===== src/rtl/lc3_mem_master.sv =====
// lc3_mem_master
// CPU-side initiator for the LC-3 word memory. Accepts READ / WRITE / READ_IND /
// WRITE_IND requests through a valid/ready handshake and sequences the memory
// cycles. The memory has a one-cycle registered read and commits writes on the
// clock edge that samples mem_write_en. Indirect ops first fetch a pointer from
// req_addr, then use that pointer for the data access.
//
// Ports
//   clk, rst          clock, synchronous active-high reset
//   req_valid/ready   request handshake (ready only in IDLE)
//   req_op            00 READ, 01 WRITE, 10 READ_IND, 11 WRITE_IND
//   req_addr/wdata    target (or pointer) address, write data
//   resp_valid        one-cycle completion strobe for every op
//   resp_rdata        read result, held until the next read completes
//   busy              high whenever the FSM is not IDLE
//   mem_write_en/addr/wdata  memory command outputs
//   mem_rdata         registered memory read data
module lc3_mem_master #(
    parameter int ADDR_W = 16,
    parameter int DATA_W = 16
) (
    input  logic              clk,
    input  logic              rst,
    input  logic              req_valid,
    output logic              req_ready,
    input  logic [1:0]        req_op,
    input  logic [ADDR_W-1:0] req_addr,
    input  logic [DATA_W-1:0] req_wdata,
    output logic              resp_valid,
    output logic [DATA_W-1:0] resp_rdata,
    output logic              busy,
    output logic              mem_write_en,
    output logic [ADDR_W-1:0] mem_addr,
    output logic [DATA_W-1:0] mem_wdata,
    input  logic [DATA_W-1:0] mem_rdata
);

    typedef enum logic [2:0] {
        S_IDLE,
        S_RD,
        S_RCAP,
        S_RD2,
        S_RCAP2,
        S_WR,
        S_RESP
    } state_t;

    localparam logic [1:0] OP_READ      = 2'b00;
    localparam logic [1:0] OP_WRITE     = 2'b01;
    localparam logic [1:0] OP_READ_IND  = 2'b10;
    localparam logic [1:0] OP_WRITE_IND = 2'b11;

    state_t            state_q, state_d;
    logic [1:0]        op_q, op_d;
    logic [ADDR_W-1:0] addr_q, addr_d;
    logic [DATA_W-1:0] wdata_q, wdata_d;
    logic [ADDR_W-1:0] ptr_q, ptr_d;
    logic [DATA_W-1:0] rdata_q, rdata_d;
    // Selects the fetched pointer instead of the request address as the memory
    // address. Only changes at the handshake and at the pointer capture, so
    // mem_addr holds its last value through RESP and IDLE.
    logic              ptr_sel_q, ptr_sel_d;

    always_ff @(posedge clk) begin
        if (rst) begin
            state_q   <= S_IDLE;
            op_q      <= '0;
            addr_q    <= '0;
            wdata_q   <= '0;
            ptr_q     <= '0;
            rdata_q   <= '0;
            ptr_sel_q <= 1'b0;
        end else begin
            state_q   <= state_d;
            op_q      <= op_d;
            addr_q    <= addr_d;
            wdata_q   <= wdata_d;
            ptr_q     <= ptr_d;
            rdata_q   <= rdata_d;
            ptr_sel_q <= ptr_sel_d;
        end
    end

    always_comb begin
        state_d   = state_q;
        op_d      = op_q;
        addr_d    = addr_q;
        wdata_d   = wdata_q;
        ptr_d     = ptr_q;
        rdata_d   = rdata_q;
        ptr_sel_d = ptr_sel_q;
        case (state_q)
            S_IDLE: begin
                // req_ready is 1 here, so req_valid alone is the handshake.
                if (req_valid) begin
                    op_d      = req_op;
                    addr_d    = req_addr;
                    wdata_d   = req_wdata;
                    ptr_sel_d = 1'b0;
                    state_d   = (req_op == OP_WRITE) ? S_WR : S_RD;
                end
            end
            S_RD:  state_d = S_RCAP;
            S_RCAP: begin
                case (op_q)
                    OP_READ: begin
                        rdata_d = mem_rdata;
                        state_d = S_RESP;
                    end
                    OP_READ_IND: begin
                        ptr_d     = ADDR_W'(mem_rdata);
                        ptr_sel_d = 1'b1;
                        state_d   = S_RD2;
                    end
                    OP_WRITE_IND: begin
                        ptr_d     = ADDR_W'(mem_rdata);
                        ptr_sel_d = 1'b1;
                        state_d   = S_WR;
                    end
                    default: state_d = S_RESP; // plain WRITE never reads
                endcase
            end
            S_RD2:   state_d = S_RCAP2;
            S_RCAP2: begin
                rdata_d = mem_rdata;
                state_d = S_RESP;
            end
            S_WR:    state_d = S_RESP;
            S_RESP:  state_d = S_IDLE;
            default: state_d = S_IDLE;
        endcase
    end

    assign req_ready    = (state_q == S_IDLE);
    assign busy         = (state_q != S_IDLE);
    assign resp_valid   = (state_q == S_RESP);
    assign mem_write_en = (state_q == S_WR);
    assign mem_addr     = ptr_sel_q ? ptr_q : addr_q;
    assign mem_wdata    = wdata_q;
    assign resp_rdata   = rdata_q;

endmodule


===== config.mk =====
export PLATFORM = sky130hd
export DESIGN_NAME = lc3_mem_master
export DESIGN_NICKNAME = d
export VERILOG_FILES = /design/src/rtl/lc3_mem_master.sv
export SDC_FILE = /design/constraint.sdc
export NUM_CORES = 1
export LEC_CHECK = 0
export ABC_AREA = 1
export CORE_ASPECT_RATIO = 1.4
export CORE_MARGIN = 2
export CORE_UTILIZATION = 48
export CTS_CLUSTER_SIZE = 28
export DETAILED_ROUTE_END_ITERATION = 12
export PLACE_DENSITY = 0.9
export SETUP_SLACK_MARGIN = 0.3
export SYNTH_ARGS = -nofsm -noshare
export SYNTH_HDL_FRONTEND = slang
export SYNTH_SLANG_ARGS = --single-unit

===== constraint.sdc =====
create_clock -name clk -period 2.9 [get_ports clk]
set_clock_uncertainty 0.05 [all_clocks]
set_input_delay 0.58 -clock clk [delete_from_list [all_inputs] [get_ports clk]]
set_output_delay 0.58 -clock clk [all_outputs]
set_load 0.005 [all_outputs]

# Yosys cells after proc, flatten, opt, wreduce, memory -nomap -nowiden
# Index checks and enable logic that the tools add are counted.
# W data, S select, Z words.
# word_totals
ff_bits,70
inputBits,53
elab_cells,40
# classes
n_eq_ne,12
mux,10
n_reduce_logical,11
# ops
op,n
$mux W16,2
$pmux W16 S2,1
$pmux W3 S5,1
$eq A3 B3 Y1 const B,3
$eq A3 B2 Y1 const B,2
$mux W3,2
$pmux W3 S2,1
$reduce_and A2 Y1,3
$eq A2 B2 Y1 const B,2
$ne A2 B2 Y1 const B,2
$reduce_bool A2 Y1,2
$reduce_or A2 Y1,2
$eq A3 B1 Y1 const B,1
$logic_not A3 Y1,1
$reduce_and A3 Y1,1
$reduce_bool A3 Y1,1
$eq A2 B1 Y1 const B,1
$logic_not A2 Y1,1
$mux W1,2
$ne A2 B1 Y1 const B,1
$pmux W1 S2,1

# Logic depth before layout (Yosys ltp)
# depth
depth_word,4
ltp_mapped,7

# Worst setup path after synthesis
# Ideal clock, no wire load.
# synth_timing
path_type,register to output
from,register state_q[0]
to,output busy
arrival_time_ns,0.895
required_time_ns,2.270
setup_slack_ns,1.375
path_stages_with_launch,6
n_path_buf,1
cell_sequence,dfxtp_1 -> inv_1 -> nand2_1 -> nor2_4 -> buf_4 -> inv_1
# synth_between
elab_chain_len,1
# synth_lines
item,line_no,rtl
from (decl),53,"state_t state_q, state_d;"
from (signal assigned),74,state_q <= state_d;
$reduce_bool A3 Y1,135,assign busy = (state_q != S_IDLE);
to (decl),31,"output logic busy,"
# Every way passes these cells.

# Worst setup path in the final report
# layout_timing
from,register ptr_sel_q
to,output mem_addr[1]
# layout_between
elab_chain_len,1
# layout_lines
item,line_no,rtl
from (decl),62,"logic ptr_sel_q, ptr_sel_d;"
from (signal assigned),80,ptr_sel_q <= ptr_sel_d;
$mux W16,138,assign mem_addr = ptr_sel_q ? ptr_q : addr_q;
to (decl),33,"output logic [ADDR_W-1:0] mem_addr,"
# Every way passes these cells.

==> qor.yml <==
sta:
  tightest_slew_ps: 959
  finalHoldViolCount: 0
  rsz0062_at_grt: "false"
  maxSlewViolCount: 0
  max-slew-margin-rel_pct: 35.9
  setup_tns_ps: 0
  max_freq_mhz: 403
  period_needed_ps: 2480
  post-route-period-util_pct: 85.6
  setup_violations: 0
floorplanning:
  core_um2: 6130
  ioPinCount: 105
  rows: 34
  die_w_um: 70.8
  die-area_um2: 6910
  die_h_um: 97.5
  start_util_pct: 49.0
critical_path:
  cp-end-kind: "output port"
  start_kind: "flop"
  r2r_setup_slack_ps: 1000
  cp_data_arrival_time_ps: 1850
  critPathKind: "reg2out"
  required_ps: 2270
  path_max_fanout: 10
logic_synthesis:
  yosysSeqAreaShare_pct: 46.7
  synthArstFlopShare_pct: 0
  synth-seq-cells: 70
  synth_edf_count: 0
  synth_top_cell_area_share_pct: 46.7
  syn_inst: 424
  synth_area_um2: 3000
  synthTopCellsByCount: "110 x nand2_1, 70 x dfxtp_1, 66 x a21oi_1, 54 x nand3_1, 42 x inv_1"
  ys_top_cells_by_area: "dfxtp_1 47%, nand2_1 14%, a21oi_1 11%, nand3_1 9.0%, inv_1 5.3%"
  synth-main-ff-cell: "dfxtp_1"
  yosys.area.top_type: "dfxtp_1"
  ys_warn_count: 0
  yosysMostFrequentCell: "nand2_1"
  synthesis.nets: 477
  syn_avg_cell_area_um2: 7.07
  yosysUniqueCellTypes: 21
layout:
  fin_cells: 592
  nets: 569
  synthToLayoutAreaGrowth_pct: 42.3
  diodes: 0
  drive_gt1_share_pct: 5.96
  fillers: 502
routing:
  wl_per_cell_um: 13.5
  final_antenna_net_count: 0
  first_pass_iters: 4
  vias: 3031
  drt_iter0_markers: 219
  post_drt_via_cell_ratio: 5.12
  drc: 0
  postRouteWirelength_mm: 7.98
job:
  max_cap_violations: 0
clock_tree:
  path_clk_slew_ps: 70
  h-tree-depth: 3
  clockBufferDepth: 2
  cts_buffers: 9
  cts_sinks: 70
  cts_tree: "done"
  cts-root-buf: "clkbuf_8"
  clock_latency_ps: 340
min_path:
  min_path_type: "reg2reg"
grt:
  grt_max_degree: 53
  grt-ovfl-total: 0
  antenna_found_initial: 0
  track_usage_pct: 22.5
  grt_pass1_vias: 2716
  grt_pass1_wl_mm: 12.6
power_and_ir_drop:
  cellPowerDensity_nw_per_um2: 928
  leakage_nw: 1.64
  ir_worst_vdd_v: 0.000625
run_status:
  status: "finished clean"
place:
  io_buffers: 104
  placed_cells: 575
  dp.final_hpwl_mm: 5.52
  routabilityCongestion: 0.849
## final cells by class
cell class	instances	area, µm²	area share, %
timing repair buffer	109	1090	25.4
clock inverter	4	95.1	2.23
timing repair inverter	1	5.00	0.117
sequential	70	1400	32.8
multi-input combinational	280	1270	29.9
inverter	45	174	4.08
clock buffer	11	141	3.31
tap	72	90.1	2.11
## layer usage
layer,part of all wire [%],vias to the layer above,track usage [%]
met5,0,-,0
met4,1.3,0,7.11
met3,5.9,10,5.81
met2,52,109,37.8
met1,41,1377,27.8
li1,-,1535,-
## state kept, by name, indices dropped and copies added, names as in the netlist
signal      count
op_q            2
mem_wdata      16
ptr_sel_q       1
addr_q         16
state_q         3
ptr_q          16
resp_rdata     16
## worst max-delay path, stage by stage (launching register included)
cell	delay, ps
dfxtp_1	400
clkinvlp_2	370
nand2_1	150
o21ai_0	120
clkdlybuf4s50_1	480
## per-stage QoR
| step | instance area (µm²) | power [mW] | hold WS (ps) | util [%] | worst slack (ps) |
|---|---|---|---|---|---|
| global route | 4270 | 4.22 | 433 | 69.7 | 346 |
| CTS | 4240 | 3.97 | 416 | 69.2 | 314 |
| detailed placement | 4000 | 3.02 | 405 | 65.3 | 700 |
| floorplan | 3000 | 2.36 | 394 | - | 1370 |
| global placement | 4000 | 2.97 | 401 | 65.3 | 705 |
| finish | 4270 | 3.96 | 415 | 69.7 | 418 |
## repair_timing
| item | in CTS | in global routing |
|---|---|---|
| endpoints found under the setup margin | 0 | 7 |
| endpoints found under the hold margin | 0 | 0 |
| hold buffers | 0 | 0 |
| setup buffers | 0 | 1 |
| resized for setup | 0 | 1 |
## cells in the final DEF, fill, tap and decap left out
cell type / synthesis / final
a21oi_1: 66 / 66
a21oi_2: 1 / 1
buf_12: 0 / 1
buf_2: 10 / 1
buf_4: 5 / 4
bufinv_16: 0 / 3
clkbuf_1: 12 / 1
clkbuf_8: 0 / 10
clkdlybuf4s50_1: 0 / 103
clkinv_1: 1 / 1
clkinv_2: 1 / 2
clkinvlp_2: 0 / 1
clkinvlp_4: 0 / 1
dfxtp_1: 70 / 70
inv_1: 42 / 41
inv_2: 1 / 1
nand2_1: 110 / 110
nand3_1: 54 / 54
nand3_2: 2 / 2
nand3_4: 1 / 1
nor2_1: 23 / 23
nor2_2: 1 / 1
nor2_4: 2 / 2
nor3_1: 3 / 3
o21ai_0: 17 / 17
## logic make-up after synthesis
logic type	count (synthesis)	synth area share, %
compound gates	84	14.1
simple gates	196	28.4
buf+inv	74	10.8
flops	70	46.7
## report_power, final
| part | total [mW] | leakage (nW) | switching, mW | internal [mW] |
|---|---|---|---|---|
| registers | 1.38 | 0.572 | 0.173 | 1.21 |
| logic | 1.64 | 0.947 | 0.848 | 0.792 |
| clock network | 0.939 | 0.119 | 0.350 | 0.589 |
## path summary, 6_finish.rpt
check	startpoint	to	depth (start not counted)
setup reg to reg	state_q[1]	resp_rdata[6]	5
setup / recovery	ptr_sel_q	mem_addr[1]	4
hold / removal	ptr_q[1]	ptr_q[1]	2
hold reg to reg	ptr_q[1]	ptr_q[1]	2
(Power assumes the default switching activity.)
